==> config.mk <==
export PLATFORM = sky130hd
export DESIGN_NAME = lsu_mem_port_flat
export DESIGN_NICKNAME = d
export VERILOG_FILES = /design/src/rtl/lsu_mem_port_if.sv /design/src/rtl/lsu_mem_port.sv /design/src/flat_wrapper.sv
export SDC_FILE = /design/constraint.sdc
export NUM_CORES = 1
export LEC_CHECK = 0
export ABC_AREA = 1
export CORE_MARGIN = 2
export CORE_UTILIZATION = 48
export CTS_BUF_LIST = sky130_fd_sc_hd__clkbuf_8
export DETAILED_ROUTE_END_ITERATION = 10
export PLACE_DENSITY_LB_ADDON = 0.05
export SETUP_SLACK_MARGIN = 0.2
export SLEW_MARGIN = 20
export SYNTH_ARGS = -nofsm -noshare
export SYNTH_HDL_FRONTEND = slang
export SYNTH_SLANG_ARGS = --single-unit
==> constraint.sdc <==
create_clock -name clk -period 3.2 [get_ports clk]
set_clock_uncertainty 0.1 [all_clocks]
set_input_delay 0.32 -clock clk [delete_from_list [all_inputs] [get_ports clk]]
set_output_delay 0.32 -clock clk [all_outputs]
set_load 0.01 [all_outputs]
==> src/rtl/lsu_mem_port_if.sv <==
// lsu_mem_port_if: request, data-memory bus and write-back signals of the load/store unit
interface lsu_mem_port_if #(
  parameter int ADDR_W = 32
);
  logic              req_valid;
  logic              req_ready;
  logic              req_load;
  logic [1:0]        req_size;
  logic              req_signed;
  logic [ADDR_W-1:0] req_addr;
  logic [31:0]       req_wdata;
  logic [4:0]        req_rd;
  logic              mem_valid;
  logic              mem_ready;
  logic              mem_we;
  logic [ADDR_W-1:0] mem_addr;
  logic [3:0]        mem_wstrb;
  logic [31:0]       mem_wdata;
  logic              mem_rvalid;
  logic [31:0]       mem_rdata;
  logic [2:0]        wb_we;
  logic [4:0]        wb_a3;
  logic [31:0]       wb_wd;
  logic              done;
  logic              err;
  modport slave (
    input  req_valid, req_load, req_size, req_signed, req_addr, req_wdata, req_rd,
    input  mem_ready, mem_rvalid, mem_rdata,
    output req_ready, mem_valid, mem_we, mem_addr, mem_wstrb, mem_wdata,
    output wb_we, wb_a3, wb_wd, done, err
  );
  modport master (
    output req_valid, req_load, req_size, req_signed, req_addr, req_wdata, req_rd,
    output mem_ready, mem_rvalid, mem_rdata,
    input  req_ready, mem_valid, mem_we, mem_addr, mem_wstrb, mem_wdata,
    input  wb_we, wb_a3, wb_wd, done, err
  );
endinterface

==> src/rtl/lsu_mem_port.sv <==
// lsu_mem_port: single-outstanding load/store unit turning requests into word-aligned bus transactions with byte strobes
module lsu_mem_port #(
  parameter int ADDR_W = 32
) (
  input logic           clk,
  input logic           rst,
  lsu_mem_port_if.slave bus
);
  typedef enum logic [1:0] {IDLE, ADDR, RESP, WB} state_t;
  state_t            state_q;
  logic              load_q, signed_q;
  logic [1:0]        size_q, lane_q;
  logic [4:0]        rd_q;
  logic              mem_valid_q, mem_we_q, done_q, err_q;
  logic [ADDR_W-1:0] mem_addr_q;
  logic [3:0]        mem_wstrb_q;
  logic [31:0]       mem_wdata_q, wb_wd_q;
  logic [2:0]        wb_we_q;
  logic [4:0]        wb_a3_q;
  logic              misaligned_d;
  logic [3:0]        wstrb_d;
  logic [31:0]       wdata_d, rsh_d, wb_wd_d;
  logic [2:0]        wb_we_d;
  always_comb begin
    misaligned_d = (bus.req_size == 2'b11) || (bus.req_size == 2'b01 && bus.req_addr[0])
                   || (bus.req_size == 2'b10 && bus.req_addr[1:0] != 2'b00);
    wstrb_d = bus.req_load ? 4'b0000 :
              bus.req_size == 2'b00 ? 4'b0001 << bus.req_addr[1:0] :
              bus.req_size == 2'b01 ? (bus.req_addr[1] ? 4'b1100 : 4'b0011) : 4'b1111;
    wdata_d = bus.req_size == 2'b00 ? {4{bus.req_wdata[7:0]}} :
              bus.req_size == 2'b01 ? {2{bus.req_wdata[15:0]}} : bus.req_wdata;
    // halfwords are aligned, so the byte-lane shift also selects the right half
    rsh_d = bus.mem_rdata >> {lane_q, 3'b000};
    wb_wd_d = size_q == 2'b00 ? rsh_d & 32'h0000_00ff :
              size_q == 2'b01 ? rsh_d & 32'h0000_ffff : bus.mem_rdata;
    wb_we_d = size_q == 2'b00 ? (signed_q ? 3'b010 : 3'b001) :
              size_q == 2'b01 ? (signed_q ? 3'b100 : 3'b011) : 3'b101;
  end
  always_ff @(posedge clk) begin
    if (rst) begin
      state_q     <= IDLE;
      load_q      <= 1'b0;
      signed_q    <= 1'b0;
      size_q      <= 2'b00;
      lane_q      <= 2'b00;
      rd_q        <= '0;
      mem_valid_q <= 1'b0;
      mem_we_q    <= 1'b0;
      mem_addr_q  <= '0;
      mem_wstrb_q <= 4'b0000;
      mem_wdata_q <= '0;
      wb_we_q     <= 3'b000;
      wb_a3_q     <= '0;
      wb_wd_q     <= '0;
      done_q      <= 1'b0;
      err_q       <= 1'b0;
    end else begin
      done_q  <= 1'b0;
      err_q   <= 1'b0;
      wb_we_q <= 3'b000;
      case (state_q)
        IDLE: if (bus.req_valid) begin
          load_q   <= bus.req_load;
          signed_q <= bus.req_signed;
          size_q   <= bus.req_size;
          lane_q   <= bus.req_addr[1:0];
          rd_q     <= bus.req_rd;
          if (misaligned_d) begin
            err_q  <= 1'b1;
            done_q <= 1'b1;
          end else begin
            state_q     <= ADDR;
            mem_valid_q <= 1'b1;
            mem_we_q    <= !bus.req_load;
            mem_addr_q  <= {bus.req_addr[ADDR_W-1:2], 2'b00};
            mem_wstrb_q <= wstrb_d;
            mem_wdata_q <= wdata_d;
          end
        end
        ADDR: if (bus.mem_ready) begin
          mem_valid_q <= 1'b0;
          state_q     <= load_q ? RESP : IDLE;
          done_q      <= !load_q;
        end
        RESP: if (bus.mem_rvalid) begin
          wb_wd_q <= wb_wd_d;
          wb_we_q <= wb_we_d;
          wb_a3_q <= rd_q;
          done_q  <= 1'b1;
          state_q <= WB;
        end
        WB: state_q <= IDLE;
        default: state_q <= IDLE;
      endcase
    end
  end
  assign bus.req_ready = state_q == IDLE;
  assign bus.mem_valid = mem_valid_q;
  assign bus.mem_we    = mem_we_q;
  assign bus.mem_addr  = mem_addr_q;
  assign bus.mem_wstrb = mem_wstrb_q;
  assign bus.mem_wdata = mem_wdata_q;
  assign bus.wb_we     = wb_we_q;
  assign bus.wb_a3     = wb_a3_q;
  assign bus.wb_wd     = wb_wd_q;
  assign bus.done      = done_q;
  assign bus.err       = err_q;
endmodule

==> src/flat_wrapper.sv <==
// flat-port wrapper written by rule: the top's interface ports become plain ports
module lsu_mem_port_flat 
#(
  parameter int ADDR_W = 32
)
  (clk, rst, bus_req_valid, bus_req_load, bus_req_size, bus_req_signed, bus_req_addr, bus_req_wdata, bus_req_rd, bus_mem_ready, bus_mem_rvalid, bus_mem_rdata, bus_req_ready, bus_mem_valid, bus_mem_we, bus_mem_addr, bus_mem_wstrb, bus_mem_wdata, bus_wb_we, bus_wb_a3, bus_wb_wd, bus_done, bus_err);
  lsu_mem_port_if #(.ADDR_W(ADDR_W)) bus_i ();
  input logic clk;
  input logic rst;
  input wire logic [$bits(bus_i.req_valid)-1:0] bus_req_valid;
  input wire logic [$bits(bus_i.req_load)-1:0] bus_req_load;
  input wire logic [$bits(bus_i.req_size)-1:0] bus_req_size;
  input wire logic [$bits(bus_i.req_signed)-1:0] bus_req_signed;
  input wire logic [$bits(bus_i.req_addr)-1:0] bus_req_addr;
  input wire logic [$bits(bus_i.req_wdata)-1:0] bus_req_wdata;
  input wire logic [$bits(bus_i.req_rd)-1:0] bus_req_rd;
  input wire logic [$bits(bus_i.mem_ready)-1:0] bus_mem_ready;
  input wire logic [$bits(bus_i.mem_rvalid)-1:0] bus_mem_rvalid;
  input wire logic [$bits(bus_i.mem_rdata)-1:0] bus_mem_rdata;
  output wire logic [$bits(bus_i.req_ready)-1:0] bus_req_ready;
  output wire logic [$bits(bus_i.mem_valid)-1:0] bus_mem_valid;
  output wire logic [$bits(bus_i.mem_we)-1:0] bus_mem_we;
  output wire logic [$bits(bus_i.mem_addr)-1:0] bus_mem_addr;
  output wire logic [$bits(bus_i.mem_wstrb)-1:0] bus_mem_wstrb;
  output wire logic [$bits(bus_i.mem_wdata)-1:0] bus_mem_wdata;
  output wire logic [$bits(bus_i.wb_we)-1:0] bus_wb_we;
  output wire logic [$bits(bus_i.wb_a3)-1:0] bus_wb_a3;
  output wire logic [$bits(bus_i.wb_wd)-1:0] bus_wb_wd;
  output wire logic [$bits(bus_i.done)-1:0] bus_done;
  output wire logic [$bits(bus_i.err)-1:0] bus_err;
  assign bus_i.req_valid = bus_req_valid;
  assign bus_i.req_load = bus_req_load;
  assign bus_i.req_size = bus_req_size;
  assign bus_i.req_signed = bus_req_signed;
  assign bus_i.req_addr = bus_req_addr;
  assign bus_i.req_wdata = bus_req_wdata;
  assign bus_i.req_rd = bus_req_rd;
  assign bus_i.mem_ready = bus_mem_ready;
  assign bus_i.mem_rvalid = bus_mem_rvalid;
  assign bus_i.mem_rdata = bus_mem_rdata;
  assign bus_req_ready = bus_i.req_ready;
  assign bus_mem_valid = bus_i.mem_valid;
  assign bus_mem_we = bus_i.mem_we;
  assign bus_mem_addr = bus_i.mem_addr;
  assign bus_mem_wstrb = bus_i.mem_wstrb;
  assign bus_mem_wdata = bus_i.mem_wdata;
  assign bus_wb_we = bus_i.wb_we;
  assign bus_wb_a3 = bus_i.wb_a3;
  assign bus_wb_wd = bus_i.wb_wd;
  assign bus_done = bus_i.done;
  assign bus_err = bus_i.err;
  lsu_mem_port #(.ADDR_W(ADDR_W)) u_core (.clk(clk), .rst(rst), .bus(bus_i));
endmodule
==> summary.txt <==
Run status
  • Status: finished clean

Routing
  • DRC Markers: 0
  • Starting DRT DRC Count: 383
  • WL final: 16.7 mm
  • Vias per std cell: 5.15
  • Drt first pass iters: 5
  • Via count: 5739
  • Wire length per cell: 15.0 µm
  • ANT nets after route: 0

Pwr
  • Pwr dens: 474 mW/mm²
  • Flop pwr share: 43.5%
  • Clk pwr share: 38.1%
  • Internal: 2.75 mW
  • LEAKAGE: 3.19 nW
  • Pwr Total: ~3.8 mW
  • Gate power share: 18.4%
  • Net Sw Power: a little over 1 mW
  • Switching Share: between 20 and 30%
  • VDD IR-drop max: 0.494 mV

Worst setup path
  • Setup crit end: u_core.bus.wb_wd[0]
  • Crit Path Max Fanout: 14
  • Critical path data required time: 3.41 ns
  • Crit end category: flop
  • Worst flop-to-flop path startpoint: u_core.lane_q[0]
  • Critical Path Source: u_core.lane_q[0]
  • Critical R2R Capture: u_core.bus.wb_wd[0]
  • Crit Path Class: reg2reg
  • Reg2reg path depth: 7
  • Reg2reg setup slack: just under 1 ns
  • Worst EP arrival: between 2 and 2.5 ns
  • Crit start category: flop

Clocking
  • Htree depth: 4
  • CTS tree: built
  • CTS Sinks: 123
  • # hold bufs at CTS: 0
  • CTS resizes: 0
  • Clock latency on the worst-skew pair: 0.44 ns
  • Clock Path Buffers: 2
  • TritonCTS buffer count: 17
  • CTS root buffer: clkbuf_8
  • Clk slew on worst S/H paths: 0.07 ns
  • Post-CTS setup buffers: 0

Logic synthesis
  • Mapped Cells: 763
  • Netlist cell types: 28
  • Most common cell in the netlist: nand2_1
  • Yosys reg bits: 123
  • Seq/Total Area, Yosys: a little under half
  • Area leader, netlist: dfxtp_1
  • Main flop type after synthesis: dfxtp_1
  • Commonest cells in the netlist: 295 x nand2_1, 123 x dfxtp_1, 93 x a21oi_1
  • Post-synth EDFFs: 0
  • Synth Cell Area: between 0.005 and 0.006 mm²
  • Syn_area_per_cell: ~7 µm²
  • Top cells by area, synth: dfxtp_1 46%, nand2_1 21%, a21oi_1 8.7%
  • Yosys top cell area share: 45.8%
  • Yosys warning count: 0
  • Share of synthesized registers carrying an async set or reset: 0%

Layout
  • Area growth syn-to-layout: 48.7%
  • Post-route cell area: 0.00799 mm²
  • Ratio of cells with drive above 1 in the final layout: 8.93%
  • Diodes inserted: 0
  • Total Nets Final: 1071

GRT
  • GRT Total Usage: between 20% and 30%
  • First-pass GRT wire length: 26.2 mm
  • Largest net degree at the start of global routing: 69
  • Initial antenna violation count: 0
  • Vias in the first global route: 5481
  • Remaining Overflow, GRT: 0

Timing
  • Fin Setup TNS: 0 ns
  • Ratio of final minimum period to clock period: approximately 70%
  • Worst Tran Pin Value: roughly 0.90 ns
  • Final setup fails: 0
  • Crit path time final: between 2 and 2.5 ns
  • Final-report max-slew violation count: 0
  • Final hold violations: 0
  • Max Fclk: 0.453 GHz
  • RSZ-0062 raised after global routing: false
  • Slew HR: between 40% and 50%

Placed design
  • Port buffer count: between 200 and 250
  • Placed Area: 0.00757 mm²
  • GPL Wtd Cong: ~0.85
  • Final HPWL DP: 11.9 mm

Die
  • Die extent in x: 110 µm
  • Die Ht: 110 µm
  • I/O pin count: 223
  • # rows: 38
  • Core area: between 0.01 and 0.015 mm²
  • Initial Util: 49.4%
  • Die ar.: 0.0121 mm²

Worst hold path
  • Hold crit path type: in2reg

Run
  • MaxCap Viol Count: 0
per-stage QoR:
stage | util (%) | instances | hold WS, ns | setup slack, ns
6_report | 73.4 | 1114 | 0.241 | 0.992
5_1_grt | 73.4 | 1114 | 0.247 | 0.731
2_1_floorplan | - | 764 | 0.339 | 1.66
3_3_place_gp | 69.5 | 1082 | 0.345 | 0.827
3_5_place_dp | 69.5 | 1082 | 0.351 | 0.733
4_1_cts | 73.4 | 1114 | 0.214 | 1.05
how the worst min path moves through the flow:
stage	from	cells past startpoint	slack [ns]	to
after floorplan	u_core.load_q	2	0.34	flop
after global placement	u_core.load_q	2	0.35	flop
after detailed placement	u_core.bus.mem_valid	2	0.35	u_core.bus.mem_valid
after CTS	rst	2	0.21	u_core.bus.mem_addr[4]
after global routing	rst	2	0.25	u_core.bus.mem_wdata[8]
final	rst	2	0.24	u_core.bus.mem_addr[4]
kinds of logic after synthesis:
kind of cell,after synthesis,synth area share (%)
flops,123,45.8
buf+inv,85,7.19
other cells,1,0.0698
simple gates,395,30.4
compound gates,159,16.5
critical path, cell delays in order, from the launching register on:
cell     delay, ns
dfxtp_1       0.52
inv_1         0.28
nor2_1        0.75
nand2_1       0.10
nand2_1       0.13
nand2_1       0.06
nand2_1       0.09
a21oi_1       0.06
metal layers:
metal / part of all wire [%] / track usage (%)
met1: 40 / 31.7
met2: 51 / 49.9
met3: 7.6 / 8.65
met4: 1.4 / 8.50
met5: 0 / 0
placed cells by master, fill, tap and decap left out:
master / n
bufinv_16: 3
inv_6: 1
clkinv_1: 2
clkinvlp_4: 3
a21oi_2: 20
nor3_1: 2
dfxtp_1: 123
nor2_1: 21
nand2_2: 21
nand2_1: 295
o21ai_0: 37
a21oi_1: 93
conb_1: 2
o21a_1: 1
o21ai_1: 2
or2_2: 1
clkdlybuf4s50_1: 219
nor2_2: 1
clkinv_2: 5
nor2_4: 1
nand3_4: 1
clkbuf_8: 20
nand3_1: 51
o211ai_1: 6
inv_1: 33
buf_12: 1
buf_4: 7
inv_4: 1
nand3_2: 1
layout make-up:
| type | instances | area [µm²] |
|---|---|---|
| clock buffer | 20 | 275 |
| clock inverter | 12 | 145 |
| fill | 920 | 2900 |
| inverter | 36 | 139 |
| multi-input combinational | 556 | 2530 |
| sequential | 123 | 2460 |
| tap | 140 | 175 |
| timing repair buffer | 227 | 2260 |
state kept, by name, summed over array words and instances, names as in the netlist, 2 cells and up, named ones only:
name and count:
u_core.rd_q 5, u_core.size_q 2, u_core.bus.wb_wd 32, u_core.bus.mem_wstrb 4
u_core.lane_q 2, u_core.bus.wb_a3 5, u_core.bus.mem_wdata 32, u_core.bus.mem_addr 30
u_core.bus.wb_we 3
power by group through the flow:
| stage | Clock (mW) | Sequential (mW) | Combinational, mW |
|---|---|---|---|
| 2_1_floorplan | 0 | 1.69 | 0.344 |
| 3_3_place_gp | 0 | 1.68 | 0.683 |
| 3_5_place_dp | 0 | 1.68 | 0.693 |
| 4_1_cts | 1.46 | 1.65 | 0.699 |
| 5_1_grt | 1.53 | 1.66 | 0.767 |
| 6_report | 1.44 | 1.65 | 0.697 |
No activity file was read; power rests on OpenSTA's default activity.
